File: src/rtl/uart_fifo_bridge.sv
// Byte FIFOs between the core UART ports and the USB-serial UART.
// There is one FIFO per direction. All outputs come straight from registers.

module uart_fifo_bridge_fifo #(
    parameter  int DEPTH = 16,
    localparam int AW    = $clog2(DEPTH)
) (
    input  logic          CLK,
    input  logic          RST_N,
    input  logic          wr_valid,
    input  logic [7:0]    wr_data,
    output logic          wr_ready,
    output logic          rd_valid,
    output logic [7:0]    rd_data,
    input  logic          rd_ready,
    output logic [AW:0]   level
);

    localparam logic [AW:0] FULL = (AW + 1)'(DEPTH);

    logic [7:0]    mem_q [DEPTH];
    logic [7:0]    mem_d [DEPTH];
    logic [AW-1:0] wr_ptr_q, wr_ptr_d;
    logic [AW-1:0] rd_ptr_q, rd_ptr_d;
    logic [AW:0]   count_q, count_d;
    logic          push, pop;

    // Ready and valid look only at the count register.
    // This keeps every input-to-output path broken by a flop.
    assign wr_ready = (count_q != FULL);
    assign rd_valid = (count_q != '0);
    assign rd_data  = mem_q[rd_ptr_q];
    assign level    = count_q;

    assign push = wr_valid && wr_ready;
    assign pop  = rd_valid && rd_ready;

    always_comb begin
        mem_d    = mem_q;
        wr_ptr_d = wr_ptr_q;
        rd_ptr_d = rd_ptr_q;
        count_d  = count_q;
        if (push) begin
            mem_d[wr_ptr_q] = wr_data;
            wr_ptr_d        = wr_ptr_q + AW'(1);
        end
        if (pop) begin
            rd_ptr_d = rd_ptr_q + AW'(1);
        end
        case ({push, pop})
            2'b10:   count_d = count_q + (AW + 1)'(1);
            2'b01:   count_d = count_q - (AW + 1)'(1);
            default: count_d = count_q;
        endcase
    end

    always_ff @(posedge CLK or negedge RST_N) begin
        if (!RST_N) begin
            wr_ptr_q <= '0;
            rd_ptr_q <= '0;
            count_q  <= '0;
        end else begin
            wr_ptr_q <= wr_ptr_d;
            rd_ptr_q <= rd_ptr_d;
            count_q  <= count_d;
        end
    end

    always_ff @(posedge CLK) begin
        mem_q <= mem_d;
    end

endmodule

module uart_fifo_bridge #(
    parameter  int DEPTH = 16,
    localparam int AW    = $clog2(DEPTH)
) (
    input  logic          CLK,
    input  logic          RST_N,
    input  logic          core_wr_valid,
    input  logic [7:0]    core_wr_data,
    output logic          core_wr_ready,
    output logic          uart_in_valid,
    output logic [7:0]    uart_in_data,
    input  logic          uart_in_ready,
    input  logic          uart_out_valid,
    input  logic [7:0]    uart_out_data,
    output logic          uart_out_ready,
    output logic          core_rd_valid,
    output logic [7:0]    core_rd_data,
    input  logic          core_rd_ready,
    output logic [AW:0]   tx_level,
    output logic [AW:0]   rx_level
);

    uart_fifo_bridge_fifo #(.DEPTH(DEPTH)) u_tx_fifo (
        .CLK      (CLK),
        .RST_N    (RST_N),
        .wr_valid (core_wr_valid),
        .wr_data  (core_wr_data),
        .wr_ready (core_wr_ready),
        .rd_valid (uart_in_valid),
        .rd_data  (uart_in_data),
        .rd_ready (uart_in_ready),
        .level    (tx_level)
    );

    uart_fifo_bridge_fifo #(.DEPTH(DEPTH)) u_rx_fifo (
        .CLK      (CLK),
        .RST_N    (RST_N),
        .wr_valid (uart_out_valid),
        .wr_data  (uart_out_data),
        .wr_ready (uart_out_ready),
        .rd_valid (core_rd_valid),
        .rd_data  (core_rd_data),
        .rd_ready (core_rd_ready),
        .level    (rx_level)
    );

endmodule
File: config.mk
export PLATFORM = sky130hd
export DESIGN_NAME = uart_fifo_bridge
export DESIGN_NICKNAME = d
export VERILOG_FILES = /design/src/rtl/uart_fifo_bridge.sv
export SDC_FILE = /design/constraint.sdc
export NUM_CORES = 1
export LEC_CHECK = 0
export ABC_AREA = 1
export BUFFER_PORTS_ARGS = -buffer_cell sky130_fd_sc_hd__buf_4
export CAP_MARGIN = 20
export CORE_UTILIZATION = 43
export CTS_BUF_LIST = sky130_fd_sc_hd__clkbuf_8 sky130_fd_sc_hd__clkbuf_16
export CTS_CLUSTER_SIZE = 28
export DETAILED_ROUTE_END_ITERATION = 16
export MAX_ROUTING_LAYER = met4
export PLACE_DENSITY = 0.69
export SLEW_MARGIN = 40
export SYNTH_ARGS = -nofsm -noshare
export SYNTH_HDL_FRONTEND = slang
export SYNTH_HIERARCHICAL = 1
export SYNTH_SLANG_ARGS = --single-unit
File: constraint.sdc
create_clock -name CLK -period 2.5 [get_ports CLK]
set_clock_uncertainty 0.2 [all_clocks]
set_input_delay 0.125 -clock CLK [delete_from_list [all_inputs] [get_ports CLK]]
set_output_delay 0.125 -clock CLK [all_outputs]
set_load 0.02 [all_outputs]
# ---- Word-level counts from Yosys, hierarchy flattened
# Cells that the tools add are included.
dict set report totals {
  regBits 282
  output_inout_bits 30
}
dict set report op_classes {
  n_lt_le_gt_ge 6
  n_reduce_logical 10
  muxes 14
  n_addsub 8
  eq_ne 6
  n_bitwise 4
}
# cell count
set ops {}
lappend ops {{$bwmux 128} 2}
lappend ops {{$bmux 8 s4} 2}
lappend ops {{$demux 8 s4} 2}
lappend ops {{$mux 8} 6}
lappend ops {{$ge 5x5->1 const B} 4}
lappend ops {{$not 4->5} 4}
lappend ops {{$pmux 5 s2} 2}
lappend ops {{$add 4x1->4 const B} 4}
lappend ops {{$add 5x1->5 const B} 2}
lappend ops {{$lt 5x1->1 const B} 2}
lappend ops {{$ne 5x5->1 const B} 2}
lappend ops {{$reduce_bool 5->1} 2}
lappend ops {{$sub 5x1->5 const B} 2}
lappend ops {{$logic_and 1x1->1} 6}
lappend ops {{$eq 2x1->1 const B} 2}
lappend ops {{$eq 2x2->1 const B} 2}
lappend ops {{$reduce_bool 2->1} 2}

# ---- Depth between registers and ports, before layout
dict set report depth {
  ltp_word 6
  ltp_mapped 15
  mapped_depth_nobuf 15
}

# ---- Modules after synthesis
# Netlist, hierarchy kept.
# module cells_each area_each_um2 instances
set by_module_without_submodules {}
lappend by_module_without_submodules {{uart_fifo_bridge_fifo at u_rx_fifo} 620 6227.2 1}
lappend by_module_without_submodules {{uart_fifo_bridge_fifo at u_tx_fifo} 618 6218.5 1}

# ---- Least setup slack after synthesis
# No wires, ideal clock.
dict set report synth_path {
  path_kind {register to register}
  startpoint {reg u_rx_fifo.count_q[1] (netlist: u_rx_fifo/level[1])}
  endpoint {reg u_rx_fifo.count_q[4] (netlist: u_rx_fifo/level[4])}
  setup_time_ns 0.116
  stages_incl_launch_ff 12
  path_slack_ns -0.062
  t_arrival_ns 2.246
  t_required_ns 2.184
  path_buffers 0
  path_cell_list {dfrtp_1 > nor2_1 > nand4_1 > nand2_1 > inv_1 > ha_1 > ha_1 > or2_2 > nand3_1 > nand2_1 > nand2_1 > nand2_1}
}
dict set report synth_via {
  elab_chain_len 4
  elab_cells_between_ends 10
  cone_classes {add/sub: 2; eq/ne: 3; mux: 1; reduce/logical: 4}
}
# element line_no
set synth_lines {}
lappend synth_lines {{start, declared} 25} ;# logic [AW:0] count_q, count_d;
lappend synth_lines {{start signal, assigned} 65} ;# count_q <= count_d;
lappend synth_lines {{$reduce_bool 5->1 *} 31} ;# assign rd_valid = (count_q != '0);
lappend synth_lines {{named net core_rd_valid} 90} ;# output logic core_rd_valid,
lappend synth_lines {{$logic_and 1x1->1 *} 36} ;# assign pop = rd_valid && rd_ready;
lappend synth_lines {{named net u_rx_fifo.pop} 26} ;# logic push, pop;
lappend synth_lines {{$eq 2x1->1 or $eq 2x2->1 (tied branches)} 50} ;# case ({push, pop})
lappend synth_lines {{$pmux 5 s2 or $reduce_bool 2->1 (tied branches)} n/a}
# Mark *: on every way through the listed nets, which the timed path passes. The rest lies on a longest branch.
# A chain may end at the register's enable or synchronous reset.

# ---- Worst setup path in the final report
dict set report layout_path {
  startpoint {reg u_tx_fifo.rd_ptr_q[0]}
  endpoint {out uart_in_data[1]}
}
dict set report layout_via {
  elab_chain_len 4
}
# element line_no
set layout_lines {}
lappend layout_lines {{start, declared} 24} ;# logic [AW-1:0] rd_ptr_q, rd_ptr_d;
lappend layout_lines {{start signal, assigned} 64} ;# rd_ptr_q <= rd_ptr_d;
lappend layout_lines {{$not 4->5 (not written as such)} 32} ;# assign rd_data = mem_q[rd_ptr_q];
lappend layout_lines {{$bmux 8 s4} 32}
lappend layout_lines {{$mux 8 (not written as such) (2 in series)} 32}
lappend layout_lines {{end, declared} 85} ;# output logic [7:0] uart_in_data,
# No other way between the ends. The select of a mux whose other input is x is not followed.

==> flow_metrics.tcl <==
set metrics [dict create \
    outcome "complete, no violations" \
    synth_edf_count 256 \
    rsz0062_at_grt "true" \
    max-slew-margin-rel_pct 49.0 \
    worst_path_largest_cell_delay_ns 0.51 \
    die_area_mm2 0.0296 \
    cts_root_buffer "clkbuf_16" \
    drtIter0Drc 732 \
    antenna_left 0 \
    synth_cell_type_count 23 \
    yosysWarnings 6 \
    path_clk_slew_ns 0.06 \
    end_kind "output pin" \
    fmax_mhz 421 \
    seq_area_frac_synth_pct 67.0 \
    hp-class "in2reg" \
    multiInputGateArea_mm2 0.00339 \
    irDropWorstVdd_mv 0.659 \
    final_cells 1738 \
    worstPathRequired_ns 2.17 \
    syn_inst 1238 \
    overflow 0 \
    synth-seq-cells 282 \
    port_buffers 51 \
    gp_congestion 0.857 \
    synth_most_common_cell "nand2_1" \
    cts_buffers 30 \
    row_count 61 \
    post-route-min-period_ns 2.38 \
    maxCapViolCount 0 \
    startpoint_type "flip-flop" \
    pre_cts_slack_ns 0.117 \
    synthArstFlopShare_pct 9.22 \
    fillers 2456 \
    antenna_found_initial 0 \
    cp.arrival_ns 2.05 \
    p_per_area_mw_per_mm2 1160 \
    fin_tns_setup_ns 0 \
    dieWidth_um 172 \
    crit_chain "clkinv_4 > buf_12 > nand2_1 > nand2_1 > nand2_1 > nand3_1 > nand2_1 > nand2_1 > buf_4" \
    setup_violations 0 \
    p_total_mw 17.1 \
    drive_above_1_share_pct 12.1 \
    fp.dieH_um 172 \
    drv_slew 0 \
    ios 52 \
    synth_area_leaders "edfxtp_1 (62%), nand2_1 (15%), dfrtp_1 (5.2%)" \
    h-tree-depth 1 \
    p_leak_nw 6.31 \
    yosysTopAreaCellShare_pct 61.8 \
    ys.flop_type "edfxtp_1" \
    drcViolationCount 0 \
    ys_top_cells_by_count "nand2_1 (481), edfxtp_1 (256), inv_1 (131), nor2_1 (131), nand3_1 (107)" \
    crit_path_max_fanout 21 \
    drt-vias-per-instance 4.93 \
    crit_type "reg2out" \
    wl_per_cell_um 16.1 \
    post_synth.cell_area_avg_um2 10.1 \
    core_area_mm2 0.0282 \
    placed_cells 1652 \
    fin_ws_ns 0.124 \
    cts.sinks 282 \
    cts_tree "done" \
    cp_slowest_cell "dfrtp_2" \
    synth_top_area_cell "edfxtp_1" \
    nets 1381 \
    cts_buffer_depth 3 \
    dp_hpwl_um 16700 \
    vias 8575 \
    hold_viol 0 \
    ff_latch_area_mm2 0.00835 \
    start_util_pct 44.2 \
    worst_pin_slew_ns 0.762 \
    routed_wl_um 27900 \
    placed_cell_area_mm2 0.0133 \
    synthesis.area_mm2 0.0124 \
    final_area_mm2 0.0148 \
    synth_fp_nets 1280 \
    whs_ns 0.240 \
    drt_first_pass_iters 5 \
    grt_use_total_pct 19.5 \
    layout_worst_path_cycle_share_pct 95.0 \
    syn_to_final_growth_pct 18.5 \
    grt_max_degree 82 \
    grt_pass1_wl_um 43000 \
    worst_path_most_repeated_cell "nand2_1" \
    final_core_util_pct 52.4 \
    insertion_delay_ns 0.54 \
    grt_pass1_vias 8217 \
    num_antenna_cells 0 \
]
-- logic make-up after synthesis --
group | count (synthesis) | synth area share, %
xor+xnor | 14 | 0.985
compound gates | 9 | 0.372
simple gates | 734 | 23.6
buf+inv | 179 | 5.92
flops | 282 | 67.0
fa+ha+maj | 20 | 2.13
-- cell type report --
class | instances | share of cell area (%)
clock inverters | 22 | 1.20
flip-flops and latches | 282 | 56.6
repair buffers | 111 | 7.06
well taps | 378 | 3.21
multi-input cells | 777 | 23.0
clock buffers | 31 | 5.26
inverters | 137 | 3.69
-- routing by layer --
metal	wire [um]	vias to the layer above	share of wire, %	GRT usage (%)
li1	-	4177	-	-
met1	11900	4109	43	24.5
met2	13800	239	49	32.9
met3	1600	50	5.7	2.93
met4	657	0	2.4	5.43
met5	0	-	0	-
-- registers in the layout, indices dropped and copies added, names as in the netlist --
signal and cells:
u_rx_fifo/rd_ptr_q 4, u_rx_fifo/level 5, u_tx_fifo/mem_q 128, u_tx_fifo/wr_ptr_q 4, u_rx_fifo/wr_ptr_q 4, u_tx_fifo/level 5
u_rx_fifo/mem_q 128, u_tx_fifo/rd_ptr_q 4
-- power by group --
| part | switching, mW | internal [mW] | total (mW) | leakage [nW] |
|---|---|---|---|---|
| Sequential | 0.440 | 5.76 | 6.20 | 2.62 |
| Clock | 1.75 | 2.53 | 4.28 | 0.504 |
| Combinational | 4.26 | 2.32 | 6.58 | 3.19 |
| Total | 6.45 | 10.6 | 17.1 | 6.31 |
-- what timing repair did --
action	4_1_cts	5_1_grt
endpoints found under the setup margin	12	18
buffers inserted	2	6
cloned	0	2
endpoints found under the hold margin	303	0
hold buffers	23	0
resized for setup	2	24
pin swaps	2	2
-- worst paths after layout --
kind,start,end,slack (ns),cells after the start
max in group asynchronous,RST_N,u_tx_fifo/level[0],1.51,4
worst min-delay path,core_rd_ready,u_rx_fifo/rd_ptr_q[3],0.24,5
worst max-delay path,u_tx_fifo/rd_ptr_q[0],uart_in_data[1],0.12,9
min in group asynchronous,RST_N,u_rx_fifo/level[4],0.41,4
worst min register to register,u_rx_fifo/level[0],u_rx_fifo/level[0],0.32,1
worst max register to register,u_rx_fifo/level[4],u_rx_fifo/level[4],0.15,15
-- worst max-delay path: cells and delay by family (launching register included) --
kind	cells	cell delay (ns)
buffers and inverters	3	0.48
flip-flops	1	0.51
AND/OR/NAND/NOR	6	0.51
-- cells in the final DEF, fill, tap and decap left out --
master	n
clkinv_1	2
inv_1	138
dfrtp_2	9
dfrtp_1	17
clkinvlp_4	3
buf_6	1
nor2_4	2
nor2_1	128
o21ai_0	8
nand3_1	107
xor2_1	8
nand4_1	6
buf_12	6
fa_2	1
nor2_2	7
nand2_2	4
clkinv_4	1
ha_1	16
o22ai_1	1
inv_6	3
xnor2_1	6
clkinv_2	6
nand2_1	479
edfxtp_1	256
ha_2	2
clkbuf_16	33
inv_4	3
buf_4	78
or2_2	1
buf_16	2
bufinv_16	3
fa_1	1
dlygate4sd3_1	22
Note: power is estimated with default switching activity, not from simulation.
